===== src/rtl/store_buffer_if.sv =====
// Store buffer port bundle.
//   master: EX/MEM side. It drives the store and load requests and observes the
//           buffer status and the memory-port signals.
//   slave : the store buffer. It accepts the requests and drives the hit,
//           status and memory-port signals.
// Signal names match the memory macro's port names (addrss1, addrssw,
// write_material), so the top level can wire them straight through.
interface store_buffer_if #(
    parameter int AW = 32,
    parameter int DW = 32
);
    logic          st_valid;
    logic [AW-1:0] st_addr;
    logic [DW-1:0] st_data;
    logic          st_ready;
    logic          ld_valid;
    logic [AW-1:0] ld_addr;
    logic          ld_hit;
    logic [DW-1:0] ld_hit_data;
    logic          mem_read;
    logic [AW-1:0] mem_addrss1;
    logic          mem_write;
    logic [AW-1:0] mem_addrssw;
    logic [DW-1:0] mem_write_material;
    logic          empty;
    logic          full;

    modport master (
        output st_valid, st_addr, st_data, ld_valid, ld_addr,
        input  st_ready, ld_hit, ld_hit_data, mem_read, mem_addrss1,
               mem_write, mem_addrssw, mem_write_material, empty, full
    );

    modport slave (
        input  st_valid, st_addr, st_data, ld_valid, ld_addr,
        output st_ready, ld_hit, ld_hit_data, mem_read, mem_addrss1,
               mem_write, mem_addrssw, mem_write_material, empty, full
    );
endinterface


===== src/rtl/store_buffer.sv =====
// Word-granular store buffer. It sits between EX/MEM and the data memory.
//   clk   : rising-edge clock
//   rst_n : asynchronous, active-low reset. All buffered stores are discarded.
//   sb    : store_buffer_if.slave
//           - store push (st_valid/st_addr/st_data/st_ready)
//           - load search (ld_valid/ld_addr -> ld_hit/ld_hit_data)
//           - memory port (mem_read/mem_addrss1, mem_write/mem_addrssw/
//             mem_write_material)
//           - status (empty/full)
// Stores drain in program order, one per cycle, whenever no load miss needs
// the memory port. Loads forward from the youngest matching entry.
module store_buffer #(
    parameter int DEPTH = 4,
    parameter int AW    = 32,
    parameter int DW    = 32
) (
    input  logic          clk,
    input  logic          rst_n,
    store_buffer_if.slave sb
);
    localparam int PW = $clog2(DEPTH);
    localparam int CW = PW + 1;
    localparam logic [CW-1:0] FULL_CNT = CW'(DEPTH);

    logic [DEPTH-1:0][AW-1:0] addr_q;
    logic [DEPTH-1:0][DW-1:0] data_q;
    logic [DEPTH-1:0]         valid_q;
    logic [PW-1:0]            wr_ptr_q, rd_ptr_q;
    logic [CW-1:0]            count_q, count_d;

    logic          push, pop, ld_miss, hit;
    logic [DW-1:0] hit_data;
    logic [PW-1:0] idx;

    // Walk from oldest to newest so that a later (younger) match overrides
    // an earlier one. The head entry being drained this cycle still counts.
    always_comb begin
        hit      = 1'b0;
        hit_data = '0;
        idx      = rd_ptr_q;
        for (int i = 0; i < DEPTH; i++) begin
            idx = rd_ptr_q + PW'(i);
            if (valid_q[idx] && addr_q[idx] == sb.ld_addr) begin
                hit      = 1'b1;
                hit_data = data_q[idx];
            end
        end
    end

    assign ld_miss = sb.ld_valid && !hit;
    // A load miss owns the memory port; a hit does not block the drain.
    assign pop     = (count_q != '0) && !ld_miss;
    // No pass-through when full, even if a pop frees a slot this cycle.
    assign push    = sb.st_valid && (count_q != FULL_CNT);

    always_comb begin
        count_d = count_q;
        case ({push, pop})
            2'b10:   count_d = count_q + 1'b1;
            2'b01:   count_d = count_q - 1'b1;
            default: count_d = count_q;
        endcase
    end

    always_ff @(posedge clk or negedge rst_n) begin
        if (!rst_n) begin
            addr_q   <= '0;
            data_q   <= '0;
            valid_q  <= '0;
            wr_ptr_q <= '0;
            rd_ptr_q <= '0;
            count_q  <= '0;
        end else begin
            // While 0 < count < DEPTH, wr_ptr and rd_ptr differ. A push and a
            // pop in the same cycle therefore never touch the same slot.
            if (pop) begin
                valid_q[rd_ptr_q] <= 1'b0;
                rd_ptr_q          <= rd_ptr_q + 1'b1;
            end
            if (push) begin
                addr_q[wr_ptr_q]  <= sb.st_addr;
                data_q[wr_ptr_q]  <= sb.st_data;
                valid_q[wr_ptr_q] <= 1'b1;
                wr_ptr_q          <= wr_ptr_q + 1'b1;
            end
            count_q <= count_d;
        end
    end

    assign sb.st_ready          = (count_q != FULL_CNT);
    assign sb.ld_hit            = hit;
    assign sb.ld_hit_data       = hit_data;
    assign sb.mem_read          = ld_miss;
    assign sb.mem_addrss1       = sb.ld_addr;
    // mem_write is derived from count_q, so an asynchronous reset drops it at once.
    assign sb.mem_write         = pop;
    assign sb.mem_addrssw       = addr_q[rd_ptr_q];
    assign sb.mem_write_material = data_q[rd_ptr_q];
    assign sb.empty             = (count_q == '0);
    assign sb.full              = (count_q == FULL_CNT);
endmodule


===== src/flat_wrapper.sv =====
// flat-port wrapper written by rule: the top's interface ports become plain ports
module store_buffer_flat 
#(
    parameter int DEPTH = 4,
    parameter int AW    = 32,
    parameter int DW    = 32
)
  (clk, rst_n, sb_st_valid, sb_st_addr, sb_st_data, sb_ld_valid, sb_ld_addr, sb_st_ready, sb_ld_hit, sb_ld_hit_data, sb_mem_read, sb_mem_addrss1, sb_mem_write, sb_mem_addrssw, sb_mem_write_material, sb_empty, sb_full);
  store_buffer_if #(.AW(AW), .DW(DW)) sb_i ();
  input  logic clk;
  input  logic rst_n;
  input wire logic [$bits(sb_i.st_valid)-1:0] sb_st_valid;
  input wire logic [$bits(sb_i.st_addr)-1:0] sb_st_addr;
  input wire logic [$bits(sb_i.st_data)-1:0] sb_st_data;
  input wire logic [$bits(sb_i.ld_valid)-1:0] sb_ld_valid;
  input wire logic [$bits(sb_i.ld_addr)-1:0] sb_ld_addr;
  output wire logic [$bits(sb_i.st_ready)-1:0] sb_st_ready;
  output wire logic [$bits(sb_i.ld_hit)-1:0] sb_ld_hit;
  output wire logic [$bits(sb_i.ld_hit_data)-1:0] sb_ld_hit_data;
  output wire logic [$bits(sb_i.mem_read)-1:0] sb_mem_read;
  output wire logic [$bits(sb_i.mem_addrss1)-1:0] sb_mem_addrss1;
  output wire logic [$bits(sb_i.mem_write)-1:0] sb_mem_write;
  output wire logic [$bits(sb_i.mem_addrssw)-1:0] sb_mem_addrssw;
  output wire logic [$bits(sb_i.mem_write_material)-1:0] sb_mem_write_material;
  output wire logic [$bits(sb_i.empty)-1:0] sb_empty;
  output wire logic [$bits(sb_i.full)-1:0] sb_full;
  assign sb_i.st_valid = sb_st_valid;
  assign sb_i.st_addr = sb_st_addr;
  assign sb_i.st_data = sb_st_data;
  assign sb_i.ld_valid = sb_ld_valid;
  assign sb_i.ld_addr = sb_ld_addr;
  assign sb_st_ready = sb_i.st_ready;
  assign sb_ld_hit = sb_i.ld_hit;
  assign sb_ld_hit_data = sb_i.ld_hit_data;
  assign sb_mem_read = sb_i.mem_read;
  assign sb_mem_addrss1 = sb_i.mem_addrss1;
  assign sb_mem_write = sb_i.mem_write;
  assign sb_mem_addrssw = sb_i.mem_addrssw;
  assign sb_mem_write_material = sb_i.mem_write_material;
  assign sb_empty = sb_i.empty;
  assign sb_full = sb_i.full;
  store_buffer #(.DEPTH(DEPTH), .AW(AW), .DW(DW)) u_core (.clk(clk), .rst_n(rst_n), .sb(sb_i));
endmodule

===== config.mk =====
export PLATFORM = sky130hd
export DESIGN_NAME = store_buffer_flat
export DESIGN_NICKNAME = d
export VERILOG_FILES = /design/src/rtl/store_buffer_if.sv /design/src/rtl/store_buffer.sv /design/src/flat_wrapper.sv
export SDC_FILE = /design/constraint.sdc
export NUM_CORES = 1
export LEC_CHECK = 0
export BUFFER_PORTS_ARGS = -buffer_cell sky130_fd_sc_hd__buf_2
export CAP_MARGIN = 0
export CORE_ASPECT_RATIO = 0.9
export CORE_MARGIN = 2
export CORE_UTILIZATION = 55
export DETAILED_ROUTE_END_ITERATION = 6
export GPL_TIMING_DRIVEN = 1
export PLACE_DENSITY = 0.75
export SLEW_MARGIN = 10
export SYNTH_ARGS = -nofsm -noshare
export SYNTH_HDL_FRONTEND = slang
export SYNTH_SLANG_ARGS = --single-unit

===== constraint.sdc =====
create_clock -name clk -period 17 [get_ports clk]
set_input_delay 2.55 -clock clk [delete_from_list [all_inputs] [get_ports clk]]
set_output_delay 2.55 -clock clk [all_outputs]
set_load 0.02 [all_outputs]

Yosys cells after proc, flatten, opt, wreduce, memory -nomap -nowiden
Cells that the tools add are included.

storage, ports and cells
  bits in registers = 267
  bits in latches = 0
  bits in writable memories = 0
  memory bits (read-only) = 0
  input bits = 100
  output and inout bits = 134
  word-level logic and storage cells = 93
  memories = 0

cells by class
  $add $sub $neg = 6
  $mul = 0
  div/mod/pow operators = 0
  order comparisons = 7
  equal/unequal tests = 8
  shifts and indexed selects = 0
  multiplexer cells = 43
  bitwise gates (word level) = 3
  reduce and logical (&&, ||, !) cells = 14

operators by type and width
  kind                                                                count
  binary-select mux 32 bit (select 2 bit)                             8
  2-to-1 mux 32 bit                                                   13
  bitwise mux 128 bit                                                 2
  == test 32 bit                                                      4
  demux 32 bit (select 2 bit)                                         1
  less-than comparator 2 x 3 -> 1 bit (second input constant)         5
  2-to-1 mux 1 bit                                                    10
  logical AND 1 bit                                                   9
  binary-select mux 1 bit (select 2 bit)                              4
  2-to-1 mux 4 bit                                                    2
  one-hot mux 3 bit (2 select lines)                                  1
  adder 2 x 1 -> 2 bit (second input constant)                        2
  adder 2 bit (second input constant)                                 2
  bitwise AND 4 bit                                                   1
  demux 1 bit (select 2 bit)                                          2
  greater-or-equal comparator 2 x 1 -> 1 bit (second input constant)  2
  NOT 4 bit                                                           1
  OR 4 bit                                                            1
  adder 3 x 1 -> 3 bit (second input constant)                        1
  == test 3 bit (second input constant)                               1
  logical NOT 3 bit                                                   1
  inequality test 3 bit (second input constant)                       1
  nonzero test 3 bit                                                  1
  subtractor 3 x 1 -> 3 bit (second input constant)                   1
  4 further kinds                                                     5

Longest topological paths before layout
  depth in word-level cells = 15
  gate-level depth with buffers = 28
  mapped depth without buffers = 15

Worst setup path before layout
Ideal clock, no wire load.

  path type = register to output
  start = reg u_core.rd_ptr_q[1]
  end = out sb_ld_hit_data[2]
  data arrival time = 5,905 ps
  path slack = 8,545 ps
  cell stages (with the launch flop) = 20
  path buffers = 10
  path through = dfrtp_1 -> buf_2 -> inv_1 -> clkbuf_1 -> clkbuf_1 -> clkbuf_1 -> clkbuf_1 -> buf_1 -> ha_1 -> buf_6 -> buf_6 -> mux4_2 -> xor2_1 -> or4_1 -> or4_1 -> or4_1 -> buf_4 -> buf_2 -> mux2i_1 -> a221oi_1

between the ends
  cells in the longest elaborated chain, start to end = 8
  elaborated cells on any way between the ends = 39
  classes of those cells = 3 x add/sub; 4 x eq/ne; 28 x mux; 4 x reduce/logical

ends and longest elaborated chain
  item                                                                             line                                    source
  start: declaration                                                               store_buffer.sv:28                      logic [PW-1:0] wr_ptr_q, rd_ptr_q;
  start signal: assignment                                                         store_buffer.sv:78                      rd_ptr_q <= rd_ptr_q + 1'b1;
  adder 2 x 1 -> 2 bit or binary-select mux 32 bit (select 2 bit) (tied branches)  store_buffer.sv:42, store_buffer.sv:43
  binary-select mux 32 bit (select 2 bit) or 2-to-1 mux 32 bit (tied branches)     store_buffer.sv:43                      if (valid_q[idx] && addr_q[idx] == sb.ld_addr) begin
  2-to-1 mux 32 bit (not written as such) or == test 32 bit (tied branches)        store_buffer.sv:43
  == test 32 bit or logical AND 1 bit (tied branches)                              store_buffer.sv:43
  logical AND 1 bit or 2-to-1 mux 32 bit (tied branches)                           store_buffer.sv:43
  2-to-1 mux 32 bit (2 in a row)                                                   store_buffer.sv:43
  2-to-1 mux 32 bit *                                                              store_buffer.sv:43
  end: declaration                                                                 flat_wrapper.sv:19                      output wire logic [$bits(sb_i.ld_hit_data)-1:0] sb_ld_hit_data;

Mark *: on every way between the ends. The rest lies on a longest branch, timed or not. The select of a mux whose other input is x is not followed.

Worst setup path in the final report
  start = reg u_core.rd_ptr_q[0]
  end = out sb_ld_hit_data[18]

Same word-level chain as after synthesis.

==> parameters.txt <==
Parameter                              Value

Clock network
  Setup Buffers After CTS ... 0
  # hold bufs at CTS ... 0
  Clock tree from TritonCTS ... done
  Clock insertion delay at the later pin of the skew report ... 0.58 ns
  CTS H-Tree Depth ... 1
  Sinks on Clock Net ... 267
  Master cell of the clock root buffer ... sky130_fd_sc_hd__clkbuf_16
  Clock transition at path regs ... 0.06 ns
  TritonCTS buffer count ... 30
  Maximum clock insertion buffer count ... 3
  Post-cts repair resize count ... 0

Power
  Psw ... 2.470 mW
  Peak supply drop ... 0.0001482 V
  Cell internal pwr ... 3.067 mW
  PwrDens ... 253.1 mW/mm2
  Share of total power in sequential cells ... 0.251
  Relative contribution of combinational cells to total power ... 0.625
  Part of the power in the clock network ... 0.124
  Leakage component of the power ... 9.278 nW
  Switch share ... 0.4461

Synthesis
  Count of warnings emitted by yosys ... 0
  Predominant post-synthesis flop cell ... sky130_fd_sc_hd__dfrtp_1
  Share of cell area taken by muxes after synthesis ... 0.4146
  Area fraction in compound gates after synthesis ... 0.08537
  Syn Area/Cell ... 12.10 um2
  Part of the Yosys area used for sequential elements ... 0.3369
  Cells after synthesis ... 1639
  Post-synth ARST share ... 1.000
  Post-synth EDFFs ... 0
  Mapped Area ... 0.01983 mm2
  Number of storage elements in the synthesis netlist ... 267
  Post-synthesis share of cell area spent on and, or, nand and nor gates ... 0.05496
  Net Count, Synth ... 1749
  Combinational family with the most area after synthesis ... multiplexers
  Adder-cell share of the synthesized area ... 0.006688
  Library cells used by synthesis ... 59
  Post-synthesis share of cell area spent on xor and xnor gates ... 0.04814

Timing
  Fin crit share ... 0.6140
  Fin. Hold Viols ... 0
  RSZ-0062 raised after global routing ... no
  Pins Over Slew Limit ... 0
  Period minus WS final ... 10.44 ns
  Upper clock frequency limit ... 95.80 MHz
  Final TNS setup ... 0 ns
  Setup violation total in the final timing report ... 0
  Measured slew at the worst slew-check pin ... 1.177 ns
  Worst setup skew after layout ... 0.02635 ns
  Remaining max-slew budget at the tightest pin ... 0.2156
  Setup WS post-layout ... 6.562 ns

Worst hold path
  Hold Path Depth ... 1
  Tightest Hold Check Type ... reg2reg

Drt
  Post-detailed-route wirelength per cell ... 25.83 um
  DRC marker count from the first detailed-route iteration ... 1449
  Drt drc ... 0
  First-pass DRT Iterations ... 6
  Detail-routed via count per cell ... 6.788
  Total via count after detailed routing ... 15170
  Wirelength, routed ... 57.72 mm
  Number of nets with antenna violations after detailed routing ... 0

Die
  Std-Cell Rows ... 65
  Initial core utilization ... 0.5618
  Floorplan core area ... 0.03530 mm2
  I/O pins ... 234
  Width of the die ... 204.2 um
  Floorplan die area ... 0.03759 mm2
  Die Span Y ... 184.1 um

Critical path
  Critical Path Start Type ... register
  Critical path type ... reg2out
  Data required time of the worst path ... 14.45 ns
  Critical path capture point type ... output port
  Crit-path max FO ... 58
  R2r worst-path depth ... 17
  Arrival time of the worst setup path ... 7.89 ns

Placement
  HPWL after DPL ... 39.34 mm
  Gpl congestion ... 0.9724
  DP Worst Slack ... 7.247 ns
  Port Buffers ... 233

Layout
  Most used cells in the layout excluding fill and tap cells ... sky130_fd_sc_hd__mux2_2, sky130_fd_sc_hd__dfrtp_1, sky130_fd_sc_hd__buf_2
  Most common cell after layout, fill and taps aside ... sky130_fd_sc_hd__mux2_2
  Layout cell share with drive strength beyond 1 ... 0.4491
  Net count reported at finish ... 1847
  Area Overhead vs Synth ... 10.28%

GRT
  Initial antenna violation count ... 9
  Global route total overflow ... 0
  Largest net degree at the start of global routing ... 175
  First-pass GRT wire length ... 89.08 mm
  Via count of the first global-routing pass ... 14890
  Total Routing Usage GR ... 0.3083

Run status
  Outcome ... complete, no violations

Job
  Max-cap violations ... 0
[sequential cells by signal, indices dropped and copies added, names as in the netlist]
| signal | cells |
|---|---|
| u_core.addr_q | 128 |
| u_core.data_q | 128 |
| u_core.valid_q | 4 |
| u_core.count_q | 3 |
| u_core.rd_ptr_q | 2 |
| u_core.wr_ptr_q | 2 |
[layer usage]
layer | track usage | vias to the layer above | routed length, um
met2 | 0.4804 | 804 | 26700
met4 | 0.1046 | 6 | 1977
met5 | 0 | - | 30
met1 | 0.4279 | 7775 | 23570
li1 | - | 6466 | -
met3 | 0.06931 | 120 | 5449
[path summary, 6_finish.rpt]
path                                                      from                        endpoint  slack [ns]
max in group asynchronous                                rst_n  u_core.rd_ptr_q[0]$_DFFE_PN0N_       13.57
min in group asynchronous                                rst_n   u_core.addr_q[16]$_DFFE_PN0P_        1.98
worst max register to register  u_core.rd_ptr_q[0]$_DFFE_PN0N_   u_core.count_q[2]$_DFFE_PN0P_        8.93
worst max-delay path            u_core.rd_ptr_q[0]$_DFFE_PN0N_              sb_ld_hit_data[18]        6.56
worst min register to register   u_core.count_q[2]$_DFFE_PN0P_   u_core.count_q[2]$_DFFE_PN0P_        0.50
worst min-delay path             u_core.count_q[2]$_DFFE_PN0P_   u_core.count_q[2]$_DFFE_PN0P_        0.50
[synth_stat cells, types with 12 or more instances]
master,n,area share
sky130_fd_sc_hd__mux2_2,295,0.17
sky130_fd_sc_hd__dfrtp_1,267,0.34
sky130_fd_sc_hd__mux2i_1,155,0.078
sky130_fd_sc_hd__mux4_2,148,0.17
sky130_fd_sc_hd__clkbuf_1,87,0.016
sky130_fd_sc_hd__xnor2_1,77,0.034
sky130_fd_sc_hd__nor2_1,75,0.014
sky130_fd_sc_hd__nand2_1,55,0.010
sky130_fd_sc_hd__a21oi_1,46,0.012
sky130_fd_sc_hd__buf_4,42,0.016
sky130_fd_sc_hd__a221oi_1,37,0.016
sky130_fd_sc_hd__a2111oi_0,36,0.016
sky130_fd_sc_hd__or2_2,36,0.011
sky130_fd_sc_hd__a21boi_0,32,0.012
sky130_fd_sc_hd__xor2_1,32,0.014
sky130_fd_sc_hd__buf_2,26,0.0066
sky130_fd_sc_hd__o21ai_0,19,0.0048
sky130_fd_sc_hd__inv_1,18,0.0034
sky130_fd_sc_hd__buf_1,16,0.0030
sky130_fd_sc_hd__buf_6,14,0.0079
sky130_fd_sc_hd__nand4_1,12,0.0038
[cells by family after synthesis]
group	count (synthesis)
multiplexers	599
buffers and inverters	203
AND/OR/NAND/NOR	224
adder cells (fa/ha/maj)	10
XOR/XNOR	109
flip-flops	267
AO/OA/AOI/OAI	227
[power by group through the flow]
| stage | sequential (mW) | clock (mW) | combinational, mW |
|---|---|---|---|
| after floorplan | 1.20 | 0 | 2.70 |
| after global placement | 1.33 | 0 | 3.36 |
| after detailed placement | 1.37 | 0 | 3.40 |
| after CTS | 1.37 | 0.698 | 3.43 |
| after global routing | 1.43 | 0.730 | 3.67 |
| final | 1.39 | 0.686 | 3.46 |
[critical path, cell delays in order (launching register included)]
cell and delay [ns]:
sky130_fd_sc_hd__dfrtp_4 0.97, sky130_fd_sc_hd__inv_1 0.54, sky130_fd_sc_hd__ha_4 0.98, sky130_fd_sc_hd__buf_4 0.88
sky130_fd_sc_hd__buf_4 0.68, sky130_fd_sc_hd__mux4_2 0.59, sky130_fd_sc_hd__xnor2_1 0.15, sky130_fd_sc_hd__nand4_1 0.09
sky130_fd_sc_hd__or4_1 0.50, sky130_fd_sc_hd__or4_2 0.54, sky130_fd_sc_hd__buf_4 0.33, sky130_fd_sc_hd__mux2i_1 0.21
sky130_fd_sc_hd__a221oi_1 0.37, sky130_fd_sc_hd__buf_2 0.24
[through the flow]
| step | cell area [um2] | hold WS, ns | cells | util | power (mW) |
|---|---|---|---|---|---|
| 5_1_grt | 21860 | 0.5261 | 2232 | 0.6194 | 5.829 |
| 2_1_floorplan | 19830 | 0.4555 | 1639 | - | 3.898 |
| 4_1_cts | 21850 | 0.4974 | 2228 | 0.6191 | 5.496 |
| 3_3_place_gp | 20820 | 0.4789 | 2174 | 0.5899 | 4.691 |
| 3_5_place_dp | 20820 | 0.4830 | 2174 | 0.5899 | 4.773 |
| 6_report | 21870 | 0.4986 | 2235 | 0.6196 | 5.536 |
[cell type report]
cell class	count	area [um2]
Multi-Input combinational cell	1169	12140
Inverter	18	68.82
Tap cell	469	586.8
Antenna cell	7	17.52
Clock buffer	40	818.3
Clock inverter	14	211.5
Timing Repair Buffer	251	1336
Fill cell	2812	13430
Sequential cell	267	6689
No activity file was read; power rests on OpenSTA's default activity.
